==> src/rtl/bft_pkg.sv <==
// Shared definitions for the butterfly-fat-tree leaf: packet geometry helpers,
// field offsets for the default configuration and a packet packing function.
package bft_pkg;

    function automatic int addr_w_f(input int num_leaves);
        return (num_leaves > 1) ? $clog2(num_leaves) : 1;
    endfunction

    function automatic int p_sz_f(input int num_leaves, input int payload_sz);
        return 1 + addr_w_f(num_leaves) + payload_sz;
    endfunction

    localparam int NUM_LEAVES = 2;
    localparam int PAYLOAD_SZ = 1;
    localparam int ADDR_W     = addr_w_f(NUM_LEAVES);
    localparam int P_SZ       = p_sz_f(NUM_LEAVES, PAYLOAD_SZ);
    localparam int VALID_BIT  = P_SZ - 1;
    localparam int ADDR_LSB   = PAYLOAD_SZ;

    // Valid packet layout: {valid, dest, payload}; an invalid packet is all zero.
    function automatic logic [P_SZ-1:0] pack_pkt(input logic [ADDR_W-1:0]     dest,
                                                 input logic [PAYLOAD_SZ-1:0] payload);
        return {1'b1, dest, payload};
    endfunction

endpackage

==> src/rtl/bft_port_fifo.sv <==
// Single-clock FIFO for one requester; full/empty decode from the registered
// count only, so the arbiter's pop never feeds back into req_ready.
module bft_port_fifo #(
    parameter int width = 2,
    parameter int depth = 4
) (
    input  logic             clk,
    input  logic             reset,
    input  logic             push,
    input  logic             pop,
    input  logic [width-1:0] din,
    output logic [width-1:0] dout,
    output logic             full,
    output logic             empty
);
    localparam int ptr_w = (depth > 1) ? $clog2(depth) : 1;
    localparam int cnt_w = $clog2(depth + 1);

    logic [width-1:0] mem_q [depth];
    logic [ptr_w-1:0] wr_ptr_q, wr_ptr_d;
    logic [ptr_w-1:0] rd_ptr_q, rd_ptr_d;
    logic [cnt_w-1:0] count_q, count_d;
    logic             do_push, do_pop;

    assign full    = (count_q == cnt_w'(depth));
    assign empty   = (count_q == '0);
    assign dout    = mem_q[rd_ptr_q];
    assign do_push = push && !full;
    assign do_pop  = pop && !empty;

    // NOTE: every signal gets its default before the ifs, so no latch can be inferred.
    always_comb begin
        wr_ptr_d = wr_ptr_q;
        rd_ptr_d = rd_ptr_q;
        count_d  = count_q;
        if (do_push) wr_ptr_d = wr_ptr_q + ptr_w'(1);
        if (do_pop)  rd_ptr_d = rd_ptr_q + ptr_w'(1);
        if (do_push && !do_pop)      count_d = count_q + cnt_w'(1);
        else if (!do_push && do_pop) count_d = count_q - cnt_w'(1);
    end

    // NOTE: state updates use <= so all flops sample the same pre-edge values.
    always_ff @(posedge clk) begin
        if (reset) begin
            wr_ptr_q <= '0;
            rd_ptr_q <= '0;
            count_q  <= '0;
        end else begin
            wr_ptr_q <= wr_ptr_d;
            rd_ptr_q <= rd_ptr_d;
            count_q  <= count_d;
        end
    end

    // NOTE: storage is not reset; an entry is only read after the count says it was written.
    always_ff @(posedge clk) begin
        if (do_push) mem_q[wr_ptr_q] <= din;
    end

endmodule

==> src/rtl/bft_leaf_inject_arb.sv <==
// Leaf injection scheduler: per-port FIFOs drained round-robin into one
// registered tree packet, which is held bit-identical while the tree stalls.
module bft_leaf_inject_arb
    import bft_pkg::*;
#(
    parameter  int num_leaves = NUM_LEAVES,
    parameter  int payload_sz = PAYLOAD_SZ,
    parameter  int num_ports  = 4,
    parameter  int fifo_depth = 4,
    localparam int addr_w     = addr_w_f(num_leaves),
    localparam int p_sz       = p_sz_f(num_leaves, payload_sz),
    localparam int idx_w      = $clog2(num_ports)
) (
    input  logic                           clk,
    input  logic                           reset,
    input  logic [num_ports-1:0]           req_valid,
    input  logic [num_ports*addr_w-1:0]    req_dest,
    input  logic [num_ports*payload_sz-1:0] req_payload,
    output logic [num_ports-1:0]           req_ready,
    input  logic                           net_stall,
    output logic [p_sz-1:0]                bus_o,
    output logic [idx_w-1:0]               grant_idx,
    output logic [15:0]                    sent_count
);
    logic [num_ports-1:0] fifo_full, fifo_empty, push, pop;
    logic [p_sz-2:0]      fifo_dout [num_ports];

    logic [p_sz-1:0]  bus_q, bus_d;
    logic [idx_w-1:0] grant_q, grant_d;
    logic [idx_w-1:0] rr_q, rr_d;
    logic [15:0]      sent_q, sent_d;
    logic             hold, found;
    logic [idx_w-1:0] cand;

    assign req_ready = ~fifo_full;
    assign push      = req_valid & ~fifo_full;

    for (genvar i = 0; i < num_ports; i++) begin : g_port
        bft_port_fifo #(
            .width(p_sz - 1),
            .depth(fifo_depth)
        ) u_fifo (
            .clk  (clk),
            .reset(reset),
            .push (push[i]),
            .pop  (pop[i]),
            .din  ({req_dest[i*addr_w +: addr_w], req_payload[i*payload_sz +: payload_sz]}),
            .dout (fifo_dout[i]),
            .full (fifo_full[i]),
            .empty(fifo_empty[i])
        );
    end

    always_comb begin
        hold    = bus_q[p_sz-1] && net_stall;
        found   = 1'b0;
        cand    = '0;
        pop     = '0;
        bus_d   = bus_q;
        grant_d = grant_q;
        rr_d    = rr_q;
        sent_d  = sent_q;
        if (bus_q[p_sz-1] && !net_stall) sent_d = sent_q + 16'd1;
        if (!hold) begin
            bus_d = '0;
            // Scan starts one past the last winner, so the last winner has lowest priority.
            for (int k = 1; k <= num_ports; k++) begin
                cand = idx_w'((int'(rr_q) + k) % num_ports);
                if (!found && !fifo_empty[cand]) begin
                    found     = 1'b1;
                    pop[cand] = 1'b1;
                    bus_d     = {1'b1, fifo_dout[cand]};
                    grant_d   = cand;
                    rr_d      = cand;
                end
            end
        end
    end

    always_ff @(posedge clk) begin
        if (reset) begin
            bus_q   <= '0;
            grant_q <= '0;
            rr_q    <= idx_w'(num_ports - 1);
            sent_q  <= '0;
        end else begin
            bus_q   <= bus_d;
            grant_q <= grant_d;
            rr_q    <= rr_d;
            sent_q  <= sent_d;
        end
    end

    assign bus_o      = bus_q;
    assign grant_idx  = grant_q;
    assign sent_count = sent_q;

endmodule

==> config.mk <==
export PLATFORM = sky130hd
export DESIGN_NAME = bft_leaf_inject_arb
export DESIGN_NICKNAME = d
export VERILOG_FILES = /design/src/rtl/bft_pkg.sv /design/src/rtl/bft_port_fifo.sv /design/src/rtl/bft_leaf_inject_arb.sv
export SDC_FILE = /design/constraint.sdc
export NUM_CORES = 1
export LEC_CHECK = 0
export CORE_AREA = 2 2 97 99
export DETAILED_ROUTE_END_ITERATION = 6
export DIE_AREA = 0 0 99 101
export DONT_BUFFER_PORTS = 1
export PLACE_DENSITY_LB_ADDON = 0.12
export SYNTH_ARGS = -nofsm -noshare
export SYNTH_HDL_FRONTEND = slang
export SYNTH_SLANG_ARGS = --single-unit
==> constraint.sdc <==
create_clock -name clk -period 4.6 [get_ports clk]
set_input_delay 0.69 -clock clk [delete_from_list [all_inputs] [get_ports clk]]
set_output_delay 0.69 -clock clk [all_outputs]
set_load 0.01 [all_outputs]
* Word level (Yosys, flattened, before mapping) *
Memories as Yosys holds them, arrays and structs flattened. A register that Yosys moved wholly into a read port is not among the register bits.
Cells that the tools add are included.

word-level totals
  memories = 4
  logic and storage cells = 199
  RAM bits = 32
  register bits after elaboration = 51
  output and inout port bits = 25
  bits of input ports = 15

memories
  name                    words  width  read ports  clocked after memory_dff  wr ports  RTL line             source
  g_port[0].u_fifo.mem_q  4      2      1           1                         1         bft_port_fifo.sv:19  logic [width-1:0] mem_q [depth];
  g_port[1].u_fifo.mem_q  4      2      1           1                         1         bft_port_fifo.sv:19
  g_port[2].u_fifo.mem_q  4      2      1           1                         1         bft_port_fifo.sv:19
  g_port[3].u_fifo.mem_q  4      2      1           1                         1         bft_port_fifo.sv:19

operators by class
  equal/unequal tests = 5
  bitwise operators = 10
  reductions and logical operators = 57
  mux-type cells = 74
  add/sub/neg operators = 21
  order comparisons = 12

operators with widths
  cell                                                                number
  two-way mux 2 bit                                                   20
  two-way mux 3 bit                                                   12
  two-way mux 4 bit                                                   8
  logical AND 1 bit                                                   25
  zero test 1 bit                                                     23
  two-way mux 1 bit                                                   22
  adder 2 x 1 -> 2 bit (second input constant)                        10
  adder 16 x 1 -> 16 bit (second input constant)                      1
  binary-select mux 2 bit (select 2 bit)                              4
  adder 3 x 1 -> 3 bit (second input constant)                        4
  equality test 3 bit (second input constant)                         4
  greater-or-equal comparator 3 bit (second input constant)           4
  zero test 3 bit                                                     4
  less-than comparator 2 x 3 -> 1 bit (second input constant)         4
  NOT 2 -> 3 bit                                                      4
  OR 4 bit                                                            3
  subtractor 3 x 1 -> 3 bit (second input constant)                   4
  binary-select mux 1 bit (select 2 bit)                              4
  demux 1 bit (select 2 bit)                                          4
  greater-or-equal comparator 2 x 1 -> 1 bit (second input constant)  4
  nonzero test 2 bit                                                  4
  adder 2 bit (second input constant)                                 2
  AND 4 bit                                                           1
  != test 4 x 1 -> 1 bit (second input constant)                      1
  3 further kinds                                                     3

* Longest topological paths before layout *
Gate-level depths: netlist of the first run.

  word-level depth = 21
  depth in mapped cells = 15
  mapped depth without buffers = 14

* Cells and area by module *
A second synthesis of the first run with hierarchy kept.

second synthesis, totals
  cells, all modules = 418
  area total of the unflattened synthesis = 4,722.0 µm²

by module, submodules not included
  module               times used  area an instance (µm²)  seq. area each (µm²)  cells each
  bft_port_fifo        4           762.0                   420.4                 58
  bft_leaf_inject_arb  1           1,674.1                 460.4                 186

* Least setup slack after synthesis of the first run *
No wires, ideal clock.

  kind = flip-flop to flip-flop
  start = register rr_q[1]
  end = register g_port[3].u_fifo.count_q[2]
  arrival = 3,628 ps
  setup time = 70 ps
  clock period less this slack = 3,698 ps
  cell stages (with the launch flop) = 15
  path buffers = 2
  setup slack = 902 ps
  data required time = 4,530 ps
  cell sequence = dfxtp_1 > buf_2 > clkinv_1 > ha_1 > mux4_2 > clkbuf_1 > o211ai_1 > o32a_1 > o21a_1 > ha_1 > inv_1 > fa_1 > xor2_1 > or3_1 > a21oi_1

between the ends
  cells in the longest elaborated chain, start to end = 21
  elaborated cells between the ends (all ways) = 64
  classes of those cells = add/sub: 4; order compare: 8; mux: 31; bitwise: 3; reduce/logical: 18

RTL lines
  what                                                                                          RTL line                   source
  from (decl)                                                                                   bft_leaf_inject_arb.sv:30  logic [idx_w-1:0] rr_q, rr_d;
  from (signal assigned)                                                                        bft_leaf_inject_arb.sv:84  rr_q <= idx_w'(num_ports - 1);
  from (signal assigned)                                                                        bft_leaf_inject_arb.sv:89  rr_q <= rr_d;
  parallel branches: the longest is 15 deep, another holds less-than comparator 2 x 3 -> 1 bit  --
  two-way mux 4 bit (*)                                                                         bft_leaf_inject_arb.sv:69  if (!found && !fifo_empty[cand]) begin
  two-way mux 4 bit (*)                                                                         bft_leaf_inject_arb.sv:64  if (!hold) begin
  logical AND 1 bit (*)                                                                         bft_port_fifo.sv:29        assign do_pop = pop && !empty;
  zero test 1 bit                                                                               bft_port_fifo.sv:38        if (do_push && !do_pop) count_d = count_q + cnt_w'(1);
  logical AND 1 bit                                                                             bft_port_fifo.sv:38
  two-way mux 3 bit / nonzero test 2 bit (equally long branches)                                --
  to (signal assigned)                                                                          bft_port_fifo.sv:51        count_q <= count_d;
  to (decl)                                                                                     bft_port_fifo.sv:22        logic [cnt_w-1:0] count_q, count_d;

Mark *: on every way between the ends. The select of a mux whose other input is x is not followed.
A chain may end at the register's enable or synchronous reset.

* Worst setup path after layout of the first run *
  start = register rr_q[1]
  end = register g_port[0].u_fifo.count_q[2]

between the ends
  cells in the longest elaborated chain, start to end = 21
  elaborated cells between the ends (all ways) = 64
  classes of those cells = add/sub: 4; order compare: 8; mux: 31; bitwise: 3; reduce/logical: 18

RTL lines
  what                                                                                          RTL line
  parallel branches: the longest is 15 deep, another holds less-than comparator 2 x 3 -> 1 bit  --
  two-way mux 4 bit (*)                                                                         bft_leaf_inject_arb.sv:69
  two-way mux 4 bit (*)                                                                         bft_leaf_inject_arb.sv:64
  logical AND 1 bit (*)                                                                         bft_port_fifo.sv:29
  zero test 1 bit                                                                               bft_port_fifo.sv:38
  logical AND 1 bit                                                                             bft_port_fifo.sv:38
  two-way mux 3 bit / nonzero test 2 bit (equally long branches)                                --
  to (signal assigned)                                                                          bft_port_fifo.sv:51
  to (decl)                                                                                     bft_port_fifo.sv:22

Marks and branches as above.

==> results of run 1 <==
[synthesized netlist by cell type, drive strengths merged (2+ instances only)]
library cell,number
and2,9
xnor2,8
and4,5
clkbuf,16
nor4,4
o211ai,4
ha,29
xor2,19
edfxtp,32
a211o,3
a211oi,2
a31oi,7
or3b,2
or2,2
a21oi,13
mux2,8
or3,10
o21ai,8
nor4b,2
nor2b,3
a2111oi,2
fa,4
nand2,29
mux2i,17
nand3,7
buf,4
dfxtp,59
nor2,57
mux4,11
nor3b,4
a31o,2
nand4,4
or4,3
nor3,9
inv,22
a32oi,4
and3,20
a22oi,4
[state kept, by name, indices dropped and copies added, names as in the netlist, named ones only]
| register | count |
|---|---|
| g_port.u_fifo.mem_q | 32 |
| sent_count | 16 |
| g_port.u_fifo.count_q | 12 |
| g_port.u_fifo.rd_ptr_q | 8 |
| g_port.u_fifo.wr_ptr_q | 8 |
| bus_o | 3 |
| grant_idx | 2 |
| rr_q | 2 |
[area by class of cell]
class | instances | share of cell area
clock buffers | 10 | 0.0249
clock inverters | 6 | 0.0188
inverters | 23 | 0.0168
multi-input cells | 329 | 0.492
flip-flops and latches | 91 | 0.418
well taps | 111 | 0.0271
repair buffers | 2 | 0.00293
[power groups by stage]
stage / registers [mW] / logic [mW] / clock network (mW)
2_1_floorplan: 1.11 / 1.21 / 0
3_3_place_gp: 1.14 / 1.44 / 0
3_5_place_dp: 1.14 / 1.46 / 0
4_1_cts: 1.12 / 1.48 / 0.630
5_1_grt: 1.14 / 1.65 / 0.658
6_report: 1.12 / 1.48 / 0.609
[metal layers]
metal,wire length [µm],up-vias
met2,4220,70
met5,0,-
met1,4220,1552
li1,-,1650
met3,399,11
met4,134,0
[cells by family (layout without fill, tap and decap cells)]
family          count (synthesis)  count (layout)  synth area share
fa+ha+maj                      33              33            0.0918
compound gates                 62              62            0.0957
flops                          91              91             0.444
xor+xnor                       27              27            0.0490
mux                            36              36             0.105
simple gates                  171             171             0.181
buf+inv                        43              41            0.0340
[through the flow]
stage / area, µm² / hold WS, ps
after global placement: 4900 / 485
after floorplan: 4830 / 480
after CTS: 5130 / 364
after global routing: 5130 / 361
final: 5130 / 388
after detailed placement: 4900 / 491
[worst paths after layout]
check / start / endpoint / slack [ps] / cells after the start
hold / removal: reset / grant_idx[1]$_SDFFE_PP0P_ / 390 / 1
setup / recovery: rr_q[1]$_SDFFE_PP1P_ / g_port[0].u_fifo.count_q[2]$_SDFFE_PP0P_ / 500 / 12
setup reg to reg: rr_q[1]$_SDFFE_PP1P_ / g_port[0].u_fifo.count_q[2]$_SDFFE_PP0P_ / 500 / 12
hold reg to reg: grant_idx[1]$_SDFFE_PP0P_ / grant_idx[1]$_SDFFE_PP0P_ / 510 / 2
==> flow_summary_export.csv, run 1 <==
group,metric,value,unit
outcome,outcome,"finished clean",
cts,clk_latency,360,ps
global_routing,grt_max_degree,65,
logic_synthesis,synth.area.top_cells,"dfxtp_1 24%, edfxtp_1 20%, ha_1 7.5%",
logic_synthesis,syn_inst,463,
cts,hold_buffers,0,
worst_setup_path,crit_path_cell_trace,"clkinv_1 -> ha_1 -> mux4_2 -> o211ai_1 -> nor2_1 -> nor2_1 -> ha_1 -> inv_1 -> fa_1 -> xor2_1 -> or3_1 -> a21oi_1",
cells_and_area,regArea,0.00214,mm²
worst_setup_path,cp-end-kind,"flop",
pwr,intPower,1.94,mW
place,dpl_worst_slack,544,ps
logic_synthesis,synth_top_area_cell,"dfxtp_1",
cts,cts_buffers,9,
cts,cts_max_path_buffers,2,
sta,worst_slew_pin_slew,764,ps
worst_setup_path,crit_buf_inv,2,
logic_synthesis,synth_edf_count,32,
pwr,pwr-share-clk,0.189,
logic_synthesis,synth_cell_type_count,60,
sta,post-route-period-util,0.890,
cells_and_area,final_util,0.571,
die,core,0.00898,mm²
cells_and_area,antenna_cells,0,
die,std_cell_rows,35,
global_routing,grtUsageTotal,0.187,
cells_and_area,drive_gt1_frac,0.0998,
worst_setup_path,crit_arrival,4390,ps
flow_run,cap_viol_max_count,0,
cts,cts_setup_buffers,0,
routing,detail-route-antenna-nets,0,
cts,clock_sinks,91,
worst_setup_path,critical_path_class,"reg2reg",
pwr,p_sw,1.27,mW
routing,drt_pass1_iterations,4,
logic_synthesis,netlist.area_leader.share,0.245,
sta,fin_ws,505,ps
worst_setup_path,cp.required,4900,ps
global_routing,grt_first_pass_wirelength,14800,µm
sta,hold_violations,0,
die,die_width,99,µm
global_routing,grt_use_met3,0.0576,
pwr,p_per_area,626,mW/mm²
worst_setup_path,crit_family,"adder cells",
cts,htreeDepth,3,
routing,via_per_inst,5.74,
routing,routedWlPerCell,15.7,µm
logic_synthesis,ys.warnings.count,0,
cts,cts_tree,"done",
worst_setup_path,cp-start-kind,"flop",
worst_hold_path,hold_class,"in2reg",
cells_and_area,final_cells,572,
cells_and_area,nNetsFinal,504,
place,routabilityCongestion,0.871,
die,boundaryPins,40,
sta,relSlewSlack,0.487,
pwr,power,3.21,mW
routing,drc,0,
cells_and_area,multiInputGateArea,0.00252,mm²
worst_setup_path,cpPeakStageDelay,680,ps
pwr,seqPwrFrac,0.349,
logic_synthesis,ys_seq_elements,91,
logic_synthesis,synth_ff_type,"dfxtp_1",
global_routing,grt.overflow.total,0,
die,die_area,0.0100,mm²
die,fp.dieH,101,µm
global_routing,top_usage_layer,"met2",
cells_and_area,mostFrequentLayoutCell,"dfxtp_1",
cts,cts_root_buf,"clkbuf_8",
logic_synthesis,avgSynthCellArea,10.4,µm²
logic_synthesis,synth_nets,511,
logic_synthesis,seq_area_frac_synth,0.444,
cells_and_area,fillers,775,
cells_and_area,syn_to_final_growth,6.22,%
global_routing,antenna_found_initial,0,
sta,max_freq,244,MHz
pwr,sw_frac_of_total,0.396,
pwr,p_leak,2.02,nW
worst_setup_path,cp_slowest_cell,"mux4_2",
pwr,p_comb_frac,0.462,
cells_and_area,final_cell_mix,"59 x dfxtp_1, 57 x nor2_1, 32 x edfxtp_1, 29 x nand2_1, 29 x ha_1",
routing,drtIter0Drc,128,
global_routing,grt.met1_usage,0.242,
sta,rsz0062_at_grt,"no",
die,start_util,0.538,
routing,wl,8980,µm
sta,drv_slew,0,
global_routing,use_met2,0.299,
pwr,max-vdd-ir-drop,0.249,mV
logic_synthesis,ys_async_sr_fraction,0,
sta,fin_crit,4100,ps
place,dp_cells,556,
sta,fin_setup_tns,0,ps
sta,fin_skew,12.5,ps
global_routing,grt_pass1_vias,3132,
cts,clk_pin_slew,90,ps
place,numPortBuffers,0,
cts,post_cts_resize_count,0,
place,dpl.hpwl,6560,µm
routing,vias,3283,
sta,setup_viol,0,
worst_setup_path,critPathMaxFanout,13,
logic_synthesis,synth_area,0.00483,mm²
(Power assumes the default switching activity.)
==> run 2: changes to the inputs <==
--- a/config.mk
+++ b/config.mk
@@ -5,9 +5,9 @@
 export SDC_FILE = /design/constraint.sdc
 export NUM_CORES = 1
 export LEC_CHECK = 0
-export CORE_AREA = 2 2 97 99
+export CORE_AREA = 2 2 113 115
 export DETAILED_ROUTE_END_ITERATION = 6
-export DIE_AREA = 0 0 99 101
+export DIE_AREA = 0 0 115 117
 export DONT_BUFFER_PORTS = 1
 export PLACE_DENSITY_LB_ADDON = 0.12
 export SYNTH_ARGS = -nofsm -noshare
==> flow_summary_export.csv, run 2 (synthesis gave the netlist of run 1 again) <==
group,metric,value,unit
cts,hold_buffers,0,
routing,detail-route-antenna-nets,0,
worst_setup_path,crit_buf_inv,2,
cells_and_area,antenna_cells,0,
cells_and_area,syn_to_final_growth,8.79,%
cts,clk_latency,340,ps
worst_setup_path,crit_path_cell_trace,"clkinv_1 -> ha_1 -> mux4_2 -> o211ai_1 -> nor2_1 -> nor2_1 -> ha_1 -> inv_1 -> fa_1 -> xor2_1 -> or3_1 -> a21oi_1",
global_routing,grt_max_degree,65,
die,die_width,115,µm
sta,max_freq,263,MHz
place,dpl.hpwl,6980,µm
place,numPortBuffers,0,
worst_setup_path,critPathMaxFanout,13,
worst_hold_path,min_to,"grant_idx[1]$_SDFFE_PP0P_",
cts,cts_setup_buffers,0,
pwr,seqPwrFrac,0.336,
sta,drv_slew,0,
worst_hold_path,hold_start,"reset",
cells_and_area,mostFrequentLayoutCell,"dfxtp_1",
global_routing,grt.overflow.total,0,
pwr,pwr-share-clk,0.215,
global_routing,antenna_found_initial,0,
routing,drc,0,
worst_setup_path,cp.required,4880,ps
die,fp.dieH,117,µm
pwr,intPower,2.05,mW
worst_setup_path,cp-start-kind,"flop",
cts,cts_buffers,9,
die,start_util,0.392,
worst_setup_path,worstReg2RegStart,"rr_q[1]$_SDFFE_PP1P_",
place,dpl_worst_slack,834,ps
routing,vias,3337,
cells_and_area,final_cell_mix,"59 x dfxtp_1, 57 x nor2_1, 32 x edfxtp_1, 29 x nand2_1, 29 x ha_1",
worst_setup_path,cpPeakStageDelay,680,ps
global_routing,grt_pass1_vias,3198,
pwr,max-vdd-ir-drop,0.194,mV
worst_setup_path,cp-end-kind,"flop",
sta,fin_ws,797,ps
worst_setup_path,r2r_setup_slack,800,ps
sta,fin_skew,7.29,ps
sta,setup_viol,0,
worst_hold_path,holdPathStages,1,
sta,post-route-period-util,0.827,
cells_and_area,largest_register_ffs,32,
worst_setup_path,critical_path_class,"reg2reg",
worst_setup_path,reg2reg_depth,12,
die,std_cell_rows,41,
pwr,p_per_area,636,mW/mm²
routing,drtIter0Drc,151,
cells_and_area,largest-register,"g_port.u_fifo.mem_q",
flow_run,cap_viol_max_count,0,
place,dp_cells,596,
place,routabilityCongestion,0.860,
worst_setup_path,worstReg2RegEnd,"g_port[0].u_fifo.count_q[2]$_SDFFE_PP0P_",
sta,relSlewSlack,0.511,
cells_and_area,final_cells,612,
cells_and_area,drive_gt1_frac,0.0996,
global_routing,grt_first_pass_wirelength,15900,µm
pwr,p_sw,1.29,mW
cts,post_cts_resize_count,0,
cts,clk_pin_slew,70,ps
sta,worst_slew_pin_slew,728,ps
sta,rsz0062_at_grt,"no",
worst_setup_path,crit_family,"adder cells",
cells_and_area,nNetsFinal,505,
die,core,0.0123,mm²
worst_setup_path,crit_arrival,4080,ps
worst_setup_path,cp_slowest_cell,"mux4_2",
pwr,p_comb_frac,0.449,
global_routing,grtUsageTotal,0.154,
sta,hold_violations,0,
routing,via_per_inst,5.45,
outcome,outcome,"finished clean",
sta,fin_crit,3800,ps
routing,wl,9670,µm
pwr,p_leak,2.06,nW
cts,clock_sinks,91,
routing,drt_pass1_iterations,4,
die,die_area,0.0135,mm²
cts,htreeDepth,3,
cts,cts_max_path_buffers,2,
cts,cts_root_buf,"clkbuf_16",
sta,fin_setup_tns,0,ps
cts,cts_tree,"done",
routing,routedWlPerCell,15.8,µm
die,boundaryPins,40,
pwr,sw_frac_of_total,0.387,
worst_hold_path,hold_class,"in2reg",
==> run 2: worst reg2reg max path, delay by kind of cell, from the launching register on <==
family / cells / cell delay, ps
compound gates: 2 / 560
buf+inv: 2 / 240
flops: 1 / 590
mux: 1 / 680
fa+ha+maj: 3 / 1000
xor+xnor: 1 / 160
simple gates: 3 / 520
==> run 2: area by class of cell <==
| type | instances | area, µm² |
|---|---|---|
| clock buffers | 13 | 272 |
| clock inverters | 3 | 20.0 |
| fillers | 1234 | 7060 |
| inverters | 23 | 86.3 |
| multi-input cells | 329 | 2520 |
| flip-flops and latches | 91 | 2140 |
| well taps | 150 | 188 |
| repair buffers | 3 | 22.5 |
==> run 2: worst max path at each step <==
stage / startpoint / cells after the start / to / slack [ps]
4_1_cts: rr_q[1]$_SDFFE_PP1P_ / 12 / g_port[0].u_fifo.count_q[2]$_SDFFE_PP0P_ / 810
3_3_place_gp: rr_q[1]$_SDFFE_PP1P_ / 12 / g_port[3].u_fifo.count_q[2]$_SDFFE_PP0P_ / 990
5_1_grt: rr_q[1]$_SDFFE_PP1P_ / 12 / g_port[0].u_fifo.count_q[2]$_SDFFE_PP0P_ / 560
2_1_floorplan: rr_q[1]$_SDFFE_PP1P_ / 14 / g_port[3].u_fifo.count_q[2]$_SDFFE_PP0P_ / 900
6_report: rr_q[1]$_SDFFE_PP1P_ / 12 / g_port[0].u_fifo.count_q[2]$_SDFFE_PP0P_ / 800
3_5_place_dp: rr_q[1]$_SDFFE_PP1P_ / 12 / g_port[0].u_fifo.count_q[2]$_SDFFE_PP0P_ / 830
==> run 2: through the flow <==
stage | total power [mW] | hold slack, ps | util | instance area [µm²]
global route | 3.60 | 392 | 0.427 | 5250
detailed placement | 2.63 | 490 | 0.403 | 4960
global placement | 2.61 | 485 | 0.403 | 4960
finish | 3.34 | 407 | 0.427 | 5250
floorplan | 2.31 | 480 | - | 4830
CTS | 3.36 | 397 | 0.427 | 5250
==> run 2: power by group through the flow <==
stage	Sequential (mW)	Combinational [mW]	Clock (mW)
finish	1.12	1.50	0.718
global route	1.15	1.68	0.773
CTS	1.13	1.50	0.738
detailed placement	1.14	1.48	0
global placement	1.14	1.47	0
floorplan	1.11	1.21	0
==> run 2: per-layer routing <==
metal | global-route usage | part of all wire | up-vias
li1 | - | - | 1650
met1 | 0.200 | 0.46 | 1608
met2 | 0.236 | 0.46 | 63
met3 | 0.0376 | 0.046 | 16
met4 | 0.0867 | 0.032 | 0
met5 | 0 | 0 | -
